<file path="src/rtl/fwd_pkg.sv">
// Shared definitions for the EX-stage operand forwarding path: select codes,
// register-address width and the shadow pipeline record layouts.
package fwd_pkg;

  localparam int REG_ADDR_W = 5;

  localparam logic [1:0] FWD_NONE   = 2'b00;
  localparam logic [1:0] FWD_MEM_WB = 2'b01;
  localparam logic [1:0] FWD_EX_MEM = 2'b10;

  typedef logic [REG_ADDR_W-1:0] reg_addr_t;

  localparam reg_addr_t REG_ZERO = 5'd0;

  typedef struct packed {
    logic      v;
    reg_addr_t rs1;
    reg_addr_t rs2;
    reg_addr_t rd;
    logic      rw;
    logic      mr;
  } ex_shadow_t;

  typedef struct packed {
    logic      v;
    reg_addr_t rd;
    logic      rw;
    logic      mr;
  } mem_shadow_t;

  typedef struct packed {
    logic      v;
    reg_addr_t rd;
    logic      rw;
  } wb_shadow_t;

  // x0 is hardwired, so a destination of x0 never produces a value to bypass.
  function automatic logic rd_hit(input reg_addr_t rd, input reg_addr_t rs);
    return (rd != REG_ZERO) && (rd == rs);
  endfunction

endpackage

</file>
<file path="src/rtl/fwd_select.sv">
// Forwarding select for one EX operand: picks EX/MEM over MEM/WB results,
// falling back to register-file data.
module fwd_select
  import fwd_pkg::*;
(
  input  logic      en_i,
  input  reg_addr_t rs_i,
  input  logic      mem_v_i,
  input  logic      mem_rw_i,
  input  logic      mem_mr_i,
  input  reg_addr_t mem_rd_i,
  input  logic      wb_v_i,
  input  logic      wb_rw_i,
  input  reg_addr_t wb_rd_i,
  output logic [1:0] sel_o
);

  logic mem_hit_s;
  logic wb_hit_s;

  // A load still in MEM has no data yet; the stall logic keeps it out of this path.
  always_comb begin
    mem_hit_s = mem_v_i && mem_rw_i && !mem_mr_i && rd_hit(mem_rd_i, rs_i);
    wb_hit_s  = wb_v_i && wb_rw_i && rd_hit(wb_rd_i, rs_i);
    if (!en_i) begin
      sel_o = FWD_NONE;
    end else if (mem_hit_s) begin
      sel_o = FWD_EX_MEM;
    end else if (wb_hit_s) begin
      sel_o = FWD_MEM_WB;
    end else begin
      sel_o = FWD_NONE;
    end
  end

endmodule

</file>
<file path="src/rtl/forwarding_ctrl.sv">
// Hazard/forwarding controller: shadows register ids through EX/MEM/WB,
// drives operand forwarding selects, load-use stall and a saturating stall counter.
module forwarding_ctrl
  import fwd_pkg::*;
#(
  parameter int COUNT_W = 16
) (
  input  logic               clk_i,
  input  logic               rst_i,
  input  logic               id_valid_i,
  input  logic [4:0]         id_rs1_i,
  input  logic [4:0]         id_rs2_i,
  input  logic [4:0]         id_rd_i,
  input  logic               id_reg_write_i,
  input  logic               id_mem_read_i,
  input  logic               flush_i,
  output logic [1:0]         forward_a_o,
  output logic [1:0]         forward_b_o,
  output logic               stall_o,
  output logic [COUNT_W-1:0] stall_count_o
);

  ex_shadow_t         ex_q,  ex_d;
  mem_shadow_t        mem_q, mem_d;
  wb_shadow_t         wb_q,  wb_d;
  logic [COUNT_W-1:0] stall_count_q, stall_count_d;
  logic               stall_s;
  logic               bubble_s;

  // Flush squashes the consumer, so a pending load-use stall is moot.
  always_comb begin
    stall_s  = id_valid_i && ex_q.v && ex_q.mr && !flush_i &&
               (rd_hit(ex_q.rd, id_rs1_i) || rd_hit(ex_q.rd, id_rs2_i));
    bubble_s = stall_s || flush_i;
  end

  always_comb begin
    if (bubble_s) begin
      ex_d = '0;
    end else begin
      ex_d.v   = id_valid_i;
      ex_d.rs1 = id_rs1_i;
      ex_d.rs2 = id_rs2_i;
      ex_d.rd  = id_rd_i;
      ex_d.rw  = id_reg_write_i;
      ex_d.mr  = id_mem_read_i;
    end
    mem_d.v  = ex_q.v;
    mem_d.rd = ex_q.rd;
    mem_d.rw = ex_q.rw;
    mem_d.mr = ex_q.mr;
    wb_d.v   = mem_q.v;
    wb_d.rd  = mem_q.rd;
    wb_d.rw  = mem_q.rw;
    if (stall_s && !(&stall_count_q)) begin
      stall_count_d = stall_count_q + {{(COUNT_W-1){1'b0}}, 1'b1};
    end else begin
      stall_count_d = stall_count_q;
    end
  end

  always_ff @(posedge clk_i or negedge rst_i) begin
    if (!rst_i) begin
      ex_q          <= '0;
      mem_q         <= '0;
      wb_q          <= '0;
      stall_count_q <= '0;
    end else begin
      ex_q          <= ex_d;
      mem_q         <= mem_d;
      wb_q          <= wb_d;
      stall_count_q <= stall_count_d;
    end
  end

  fwd_select u_sel_a (
    .en_i     (ex_q.v),
    .rs_i     (ex_q.rs1),
    .mem_v_i  (mem_q.v),
    .mem_rw_i (mem_q.rw),
    .mem_mr_i (mem_q.mr),
    .mem_rd_i (mem_q.rd),
    .wb_v_i   (wb_q.v),
    .wb_rw_i  (wb_q.rw),
    .wb_rd_i  (wb_q.rd),
    .sel_o    (forward_a_o)
  );

  fwd_select u_sel_b (
    .en_i     (ex_q.v),
    .rs_i     (ex_q.rs2),
    .mem_v_i  (mem_q.v),
    .mem_rw_i (mem_q.rw),
    .mem_mr_i (mem_q.mr),
    .mem_rd_i (mem_q.rd),
    .wb_v_i   (wb_q.v),
    .wb_rw_i  (wb_q.rw),
    .wb_rd_i  (wb_q.rd),
    .sel_o    (forward_b_o)
  );

  assign stall_o       = stall_s;
  assign stall_count_o = stall_count_q;

endmodule

</file>
<file path="config.mk">
export PLATFORM = sky130hd
export DESIGN_NAME = forwarding_ctrl
export DESIGN_NICKNAME = d
export VERILOG_FILES = /design/src/rtl/fwd_pkg.sv /design/src/rtl/fwd_select.sv /design/src/rtl/forwarding_ctrl.sv
export SDC_FILE = /design/constraint.sdc
export NUM_CORES = 1
export LEC_CHECK = 0
export CORE_MARGIN = 2
export CORE_UTILIZATION = 25
export CTS_BUF_LIST = sky130_fd_sc_hd__clkbuf_4 sky130_fd_sc_hd__clkbuf_8
export DETAILED_ROUTE_END_ITERATION = 12
export MAX_ROUTING_LAYER = met4
export SYNTH_ARGS = -nofsm -noshare
export SYNTH_HDL_FRONTEND = slang
export SYNTH_SLANG_ARGS = --single-unit
</file>
<file path="constraint.sdc">
create_clock -name clk_i -period 2.2 [get_ports clk_i]
set_clock_uncertainty 0.05 [all_clocks]
set_input_delay 0.44 -clock clk_i [delete_from_list [all_inputs] [get_ports clk_i]]
set_output_delay 0.44 -clock clk_i [all_outputs]
set_load 0.01 [all_outputs]
</file>
==> flow_summary_export.csv, run 1 <==
group,metric,value,unit
outcome,status,"finished, violations left",
outcome,violations,"negative setup slack",
detailed_routing,met1_length,2090,um
floorplan,dieArea,0.00970,sq mm
floorplan,start_util,25.7,%
clock_network,hold_buffers,0,
synthesis,syn_nets,208,
synthesis,synthTopCellsByArea,"dfrtp_1 (55%), xor2_1 (9.0%), xnor2_1 (7.8%)",
timing,max_freq,0.438,GHz
floorplan,core,0.00868,sq mm
global_route,grt_overflow,0,
detailed_routing,wirelength,4820,um
power_and_ir_drop,peakVddDrop,241,uV
detailed_routing,via_count,1598,
power_and_ir_drop,power_density,544,mW/mm^2
critical_path,cp_data_arrival_time,1.80,ns
critical_path,r2r_cells,8,
critical_path,startpoint_type,"register",
placed_design,dp_hpwl,3580,um
timing,tightest_slew,0.625,ns
synthesis,seq_area_frac_synth,54.9,%
placed_design,gp_congestion,0.780,
cells_and_area,syn2layout_area_growth,42.3,%
detailed_routing,dr.pass1.iters,2,
placed_design,placed_cells,360,
power_and_ir_drop,seq_power_share,55.5,%
cells_and_area,layout_common_cells,"dfrtp_1 (47), buf_4 (34), clkdlybuf4s50_1 (24)",
cells_and_area,final_layout_size_suffix_gt1_share,28.6,%
timing,fin_ws,-0.0851,ns
critical_path,cp-end-kind,"output pin",
synthesis,yosysTopAreaCell,"dfrtp_1",
cells_and_area,fin_cells,374,
timing,finalHoldViolCount,0,
power_and_ir_drop,swShare,25.7,%
synthesis,ys_ff_latch,49,
detailed_routing,wire_per_inst,12.9,um
power_and_ir_drop,cellLeakagePower,1.47,nW
synthesis,synth-async-reset-ratio,100,%
global_route,grt_util_all_layers,10.6,%
power_and_ir_drop,p_int,1.28,mW
floorplan,rows,34,
timing,finalSetupViolations,4,
cells_and_area,final_nets,287,
timing,fin_crit_sh,104,%
floorplan,die-height,98.5,um
clock_network,cts.sinks,49,
power_and_ir_drop,clkPwrFrac,31.7,%
clock_network,numCtsBuffers,5,
detailed_routing,drtIter0Drc,17,
detailed_routing,highest_layer,"met3",
detailed_routing,wl_met3,165,um
detailed_routing,ant_nets,0,
synthesis,avgSynthCellArea,12.0,sq um
timing,max_slew_margin,58.3,%
cells_and_area,layout.cells.most_common,"dfrtp_1",
global_route,grt_max_degree,50,
global_route,grt_pass1_wl,7910,um
synthesis,syn_area,0.00223,sq mm
power_and_ir_drop,p_switching,0.444,mW
worst_hold_path,hp-class,"input pin to async pin",
clock_network,htree_levels,2,
clock_network,cts_tree,"yes",
synthesis,synth_cells,186,
detailed_routing,viasPerCell,4.27,
clock_network,clkLatencyLatePin,0.30,ns
power_and_ir_drop,combinationalPowerShare,12.8,%
clock_network,clockBufferDepth,2,
synthesis,ys_warn_count,0,
detailed_routing,wl_met2,2560,um
placed_design,port_buffers,41,
timing,drv_slew,0,
synthesis,synth_ff_type,"dfrtp_1",
floorplan,pin_count,42,
clock_network,root_buffer,"clkbuf_8",
synthesis,synth-edff-count,0,
global_route,grt_pass1_vias,1712,
timing,min_period,2.29,ns
timing,fin_hold_ws,0.181,ns
cells_and_area,diodes,0,
timing,rsz0062_at_grt,"yes",
clock_network,clkSlewWorstSetupHoldPaths,0.09,ns
detailed_routing,drcViolationCount,0,
synthesis,synthDistinctLibCells,35,
run,cap_violations,0,
synthesis,synth_top_area_share,54.9,%
floorplan,die_x,98.5,um
critical_path,path_class,"register to output pin",
critical_path,critPathRequiredTime,1.71,ns
critical_path,crit_fanout,2,
placed_design,dp_slack,-0.477,ns
global_route,antenna_found_initial,0,
[per-stage QoR]
step,util (%),area (sq um),setup TNS (ns),power [mW]
after floorplan,-,2230,0,1.06
after global routing,36.6,3180,-0.623,1.82
after CTS,35.9,3110,-0.327,1.75
after global placement,34.1,2960,-3.01,1.17
after detailed placement,34.1,2960,-3.22,1.17
final,36.6,3180,-0.267,1.73
[layout make-up]
type | instances | area, sq um
clock buffer | 5 | 68.8
clock inverter | 3 | 26.3
fill | 894 | 5500
inverter | 1 | 3.75
multi-input combinational | 133 | 1090
sequential | 49 | 1230
tap | 108 | 135
timing repair buffer | 75 | 626
[cells by family after synthesis]
family / after synthesis / share of synthesized area (%)
muxes: 3 / 1.46
DFF: 49 / 54.9
and+or+nand+nor: 77 / 21.5
xor gates and xnor gates: 43 / 16.9
AOI/OAI and AO/OA: 9 / 3.48
adders and majority gates: 1 / 0.560
buffers and inverters: 4 / 1.18
[metal layers]
layer,track usage (%),vias up
li1,-,802
met1,12.5,765
met2,18.3,31
met3,2.84,0
met4,1.90,0
met5,-,-
[power groups by stage]
stage	logic, mW	registers, mW	clock network (mW)
after detailed placement	0.197	0.975	0
after floorplan	0.0841	0.975	0
final	0.220	0.959	0.548
after CTS	0.211	0.959	0.580
after global routing	0.241	0.964	0.615
after global placement	0.196	0.975	0
[sequential cells by signal (all words and copies together) (netlist names)]
name / count
wb_q: 7
mem_q: 8
ex_q: 18
stall_count_o: 16
[worst paths after layout]
kind,from,to,slack [ns]
max,mem_q[2]$_DFF_PN0_,forward_b_o[0],-0.09
min,rst_i,stall_count_o[7]$_DFFE_PN0P_,0.18
max reg2reg,ex_q[2]$_DFF_PN0_,stall_count_o[3]$_DFFE_PN0P_,0.13
min reg2reg,ex_q[1]$_DFF_PN0_,mem_q[1]$_DFF_PN0_,0.31
max in group asynchronous,rst_i,ex_q[4]$_DFF_PN0_,1.47
min in group clk_i,ex_q[1]$_DFF_PN0_,mem_q[1]$_DFF_PN0_,0.31
[timing repair]
action	4_1_cts	5_1_grt
setup buffers	4	2
endpoints found under the setup margin	5	16
pin swaps	14	13
resized for setup	40	12
[cell usage after synthesis (2+ instances only)]
library cell / count
nor4_1: 3
xnor2_1: 20
dfrtp_1: 49
and4_1: 2
nand3_1: 13
nand4_1: 3
or4_1: 2
nand2_1: 5
nor4_2: 3
xor2_1: 23
nor3_1: 8
and3_1: 6
and2_1: 21
nor3b_1: 3
mux2_2: 2
nor2_1: 4
[critical path, cell delays in order, from the launching register on]
cell and delay, ns:
dfrtp_1 0.39, or4_4 0.55, o21ai_4 0.18, nor4_4 0.07, nor3_2 0.16, buf_2 0.14
Note: power is estimated with default switching activity, not from simulation.
==> run 2, diff against run 1 <==
--- a/config.mk
+++ b/config.mk
@@ -5,6 +5,7 @@
 export SDC_FILE = /design/constraint.sdc
 export NUM_CORES = 1
 export LEC_CHECK = 0
+export ABC_CLOCK_PERIOD_IN_PS = 2200
 export CORE_MARGIN = 2
 export CORE_UTILIZATION = 25
 export CTS_BUF_LIST = sky130_fd_sc_hd__clkbuf_4 sky130_fd_sc_hd__clkbuf_8
@@ -12,4 +13,5 @@
 export MAX_ROUTING_LAYER = met4
 export SYNTH_ARGS = -nofsm -noshare
 export SYNTH_HDL_FRONTEND = slang
+export SYNTH_HIERARCHICAL = 1
 export SYNTH_SLANG_ARGS = --single-unit
==> run 2 against run 1 <==
Against the previous run:
- the flow still finishes with violations (negative setup slack)
- largest power group unchanged
- first-iteration DRC count is 41% higher
- count of clock-buffer cells in the layout is 1 higher
- final area is 2.9% lower
- die area is 2.2% higher
- sequential share of layout area is 1.1 points higher
- area after synthesis is 2.3% higher
- register-to-register slack better by 0.08 ns
- total power is 5.7% higher
- flip-flop and latch count stayed put
- final cell count is 0.53% lower
- critical endpoint is now forward_b_o[1]
- via count is 3.3% higher
- fmax is 2.9% lower
==> flow_summary_export.csv, run 2 <==
group,metric,value,unit
outcome,status,"finished, violations left",
outcome,violations,"negative setup slack",
critical_path,cp-end-kind,"output pin",
power_and_ir_drop,power_density,592,mW/mm^2
synthesis,synth-async-reset-ratio,100,%
cells_and_area,diodes,0,
critical_path,slowest_stage,"or4_4",
synthesis,syn_area,0.00228,sq mm
worst_hold_path,hp-class,"input pin to async pin",
power_and_ir_drop,peakVddDrop,230,uV
floorplan,core,0.00881,sq mm
timing,finalHoldViolCount,0,
critical_path,crit_fanout,3,
clock_network,clkSlewWorstSetupHoldPaths,0.09,ns
detailed_routing,ant_nets,0,
synthesis,ys_warn_count,6,
synthesis,avgSynthCellArea,11.6,sq um
timing,fin_setup_tns,-0.288,ns
critical_path,critPathRequiredTime,1.71,ns
clock_network,hold_buffers,0,
clock_network,clkLatencyLatePin,0.30,ns
synthesis,synth_top_area_share,53.7,%
floorplan,pin_count,42,
synthesis,seq_area_frac_synth,53.7,%
floorplan,start_util,25.9,%
synthesis,syn_nets,219,
floorplan,rows,34,
synthesis,synth_cells,197,
critical_path,worstPathCellList,"or4_4 > a21oi_4 > nor3_4 > buf_4 > and2_4 > buf_6",
detailed_routing,dr.pass1.iters,5,
critical_path,startpoint_type,"register",
timing,max_slew_margin,58.2,%
placed_design,port_buffers,41,
timing,drv_slew,0,
global_route,grt_pass1_vias,1664,
timing,fin_crit_sh,107,%
synthesis,synth-edff-count,0,
critical_path,slowest_delay,0.56,ns
detailed_routing,viasPerCell,4.44,
cells_and_area,final_nets,285,
timing,min_period,2.35,ns
detailed_routing,drcViolationCount,0,
cells_and_area,largest_reg_flops,18,
floorplan,die-height,99.6,um
critical_path,regToRegSetupSlack,0.21,ns
synthesis,synth_ff_type,"dfrtp_1",
floorplan,dieArea,0.00991,sq mm
global_route,grt_util_all_layers,10.9,%
placed_design,dp_slack,-0.396,ns
clock_network,htree_levels,2,
timing,tightest_slew,0.628,ns
critical_path,crit_family,"simple AND/OR/NAND/NOR gates",
run,cap_violations,0,
detailed_routing,wirelength,4960,um
placed_design,gp_congestion,0.785,
clock_network,clockBufferDepth,2,
timing,finalSetupViolations,5,
detailed_routing,via_count,1650,
synthesis,yosysTopAreaCell,"dfrtp_1",
cells_and_area,layout_common_cells,"dfrtp_1 (49), xnor2_1 (39), clkdlybuf4s50_1 (35)",
critical_path,path_buf_inv,2,
placed_design,dp_hpwl,3740,um
clock_network,cts.sinks,49,
timing,fin_ws,-0.154,ns
clock_network,root_buffer,"clkbuf_8",
global_route,antenna_found_initial,0,
global_route,grt_overflow,0,
clock_network,cts_tree,"yes",
synthesis,synthDistinctLibCells,30,
critical_path,path_class,"register to output pin",
synthesis,synth.most_common_cell,"dfrtp_1",
synthesis,ys_ff_latch,49,
synthesis,ys_top_cells_by_count,"dfrtp_1 (49), xnor2_1 (39), and2_1 (24), nand3_1 (18), nand4_1 (9)",
synthesis,synthTopCellsByArea,"dfrtp_1 (54%), xnor2_1 (15%), and2_1 (6.6%)",
detailed_routing,wire_per_inst,13.3,um
power_and_ir_drop,cellLeakagePower,1.26,nW
detailed_routing,drtIter0Drc,24,
global_route,grt_max_degree,50,
clock_network,cts_setup_buffers,0,
cells_and_area,layout.cells.most_common,"dfrtp_1",
clock_network,numCtsBuffers,5,
floorplan,die_x,99.6,um
cells_and_area,syn2layout_area_growth,35.0,%
timing,rsz0062_at_grt,"yes",
critical_path,cp_data_arrival_time,1.86,ns
global_route,grt_pass1_wl,8110,um
cells_and_area,final_layout_size_suffix_gt1_share,19.3,%
timing,max_freq,0.425,GHz
cells_and_area,regMostFlops,"ex_q",
## run 2: changes by cell type after synthesis, moves of 3 or more
cell / before / now
xnor2_1: 20 / 39
nand3_1: 13 / 18
nand4_1: 3 / 9
nor2_1: 4 / 7
and2_1: 21 / 24
xor2_1: 23 / 0
or4_4: 0 / 3
nor3b_1: 3 / 0
## run 2: what timing repair did
item | 4_1_cts | 5_1_grt
gates resized for setup | 23 | 4
pin swaps | 9 | 5
endpoints found under the setup margin | 5 | 5
## run 2: final timing paths
| path | start | end | cells past startpoint |
|---|---|---|---|
| setup / recovery | mem_q[3]$_DFF_PN0_ | forward_b_o[1] | 6 |
| hold / removal | rst_i | wb_q[0]$_DFF_PN0_ | 2 |
| setup reg to reg | stall_count_o[0]$_DFFE_PN0P_ | stall_count_o[11]$_DFFE_PN0P_ | 6 |
| hold reg to reg | ex_q[1]$_DFF_PN0_ | mem_q[1]$_DFF_PN0_ | 0 |
| max in group asynchronous | rst_i | stall_count_o[7]$_DFFE_PN0P_ | 2 |
| min in group clk_i | ex_q[1]$_DFF_PN0_ | mem_q[1]$_DFF_PN0_ | 0 |
## run 2: per-layer routing
layer	wire length (um)	track usage, %	vias up	share of wire, %
met3	169	2.39	12	3.4
met1	2190	13.0	789	44
met4	108	4.00	0	2.2
li1	-	-	815	-
met5	0	-	-	0
met2	2490	18.1	34	50
## run 2: final cells by class
type	instances	area [sq um]
fill	903	5720
sequential	49	1230
multi-input combinational	143	1050
timing repair buffer	62	551
tap	108	135
clock buffer	6	76.3
clock inverter	2	38.8
inverter	2	7.51
## run 2: where the power goes
part	total (mW)	leakage (nW)	internal, mW	switching (mW)
Clock	0.658	0.0588	0.354	0.305
Sequential	0.961	0.649	0.932	0.0292
Combinational	0.207	0.549	0.115	0.0917
Total	1.83	1.26	1.40	0.425
## run 2: logic make-up (layout without fill, tap and decap cells)
logic type               Yosys count  after routing  synth area share, %
AND/OR/NAND/NOR                   90             90                 23.7
flip-flops                        49             49                 53.7
XOR/XNOR                          39             39                 15.0
AO/OA/AOI/OAI                     11             11                 4.55
buffers and inverters              5             72                 1.53
multiplexers                       2              2                0.986
adder cells (fa/ha/maj)            1              1                0.548
## run 2: per-stage QoR
stage | cell area [sq um] | cells | power (mW) | hold slack, ns | utilization, %
floorplan | 2280 | 197 | 1.08 | 0.0944 | -
global placement | 2950 | 364 | 1.18 | 0.284 | 33.5
detailed placement | 2950 | 364 | 1.19 | 0.288 | 33.5
CTS | 3060 | 372 | 1.85 | 0.207 | 34.8
global route | 3080 | 372 | 1.91 | 0.232 | 35.0
finish | 3080 | 372 | 1.83 | 0.181 | 35.0
==> run 3, diff against run 2 <==
--- a/config.mk
+++ b/config.mk
@@ -5,10 +5,12 @@
 export SDC_FILE = /design/constraint.sdc
 export NUM_CORES = 1
 export LEC_CHECK = 0
+export ABC_AREA = 0
 export ABC_CLOCK_PERIOD_IN_PS = 2200
 export CORE_MARGIN = 2
 export CORE_UTILIZATION = 25
 export CTS_BUF_LIST = sky130_fd_sc_hd__clkbuf_4 sky130_fd_sc_hd__clkbuf_8
+export CTS_CLUSTER_SIZE = 16
 export DETAILED_ROUTE_END_ITERATION = 12
 export MAX_ROUTING_LAYER = met4
 export SYNTH_ARGS = -nofsm -noshare
==> results of run 3 <==
Same layout as run 2: the final DEF is identical, and so are final timing and power.
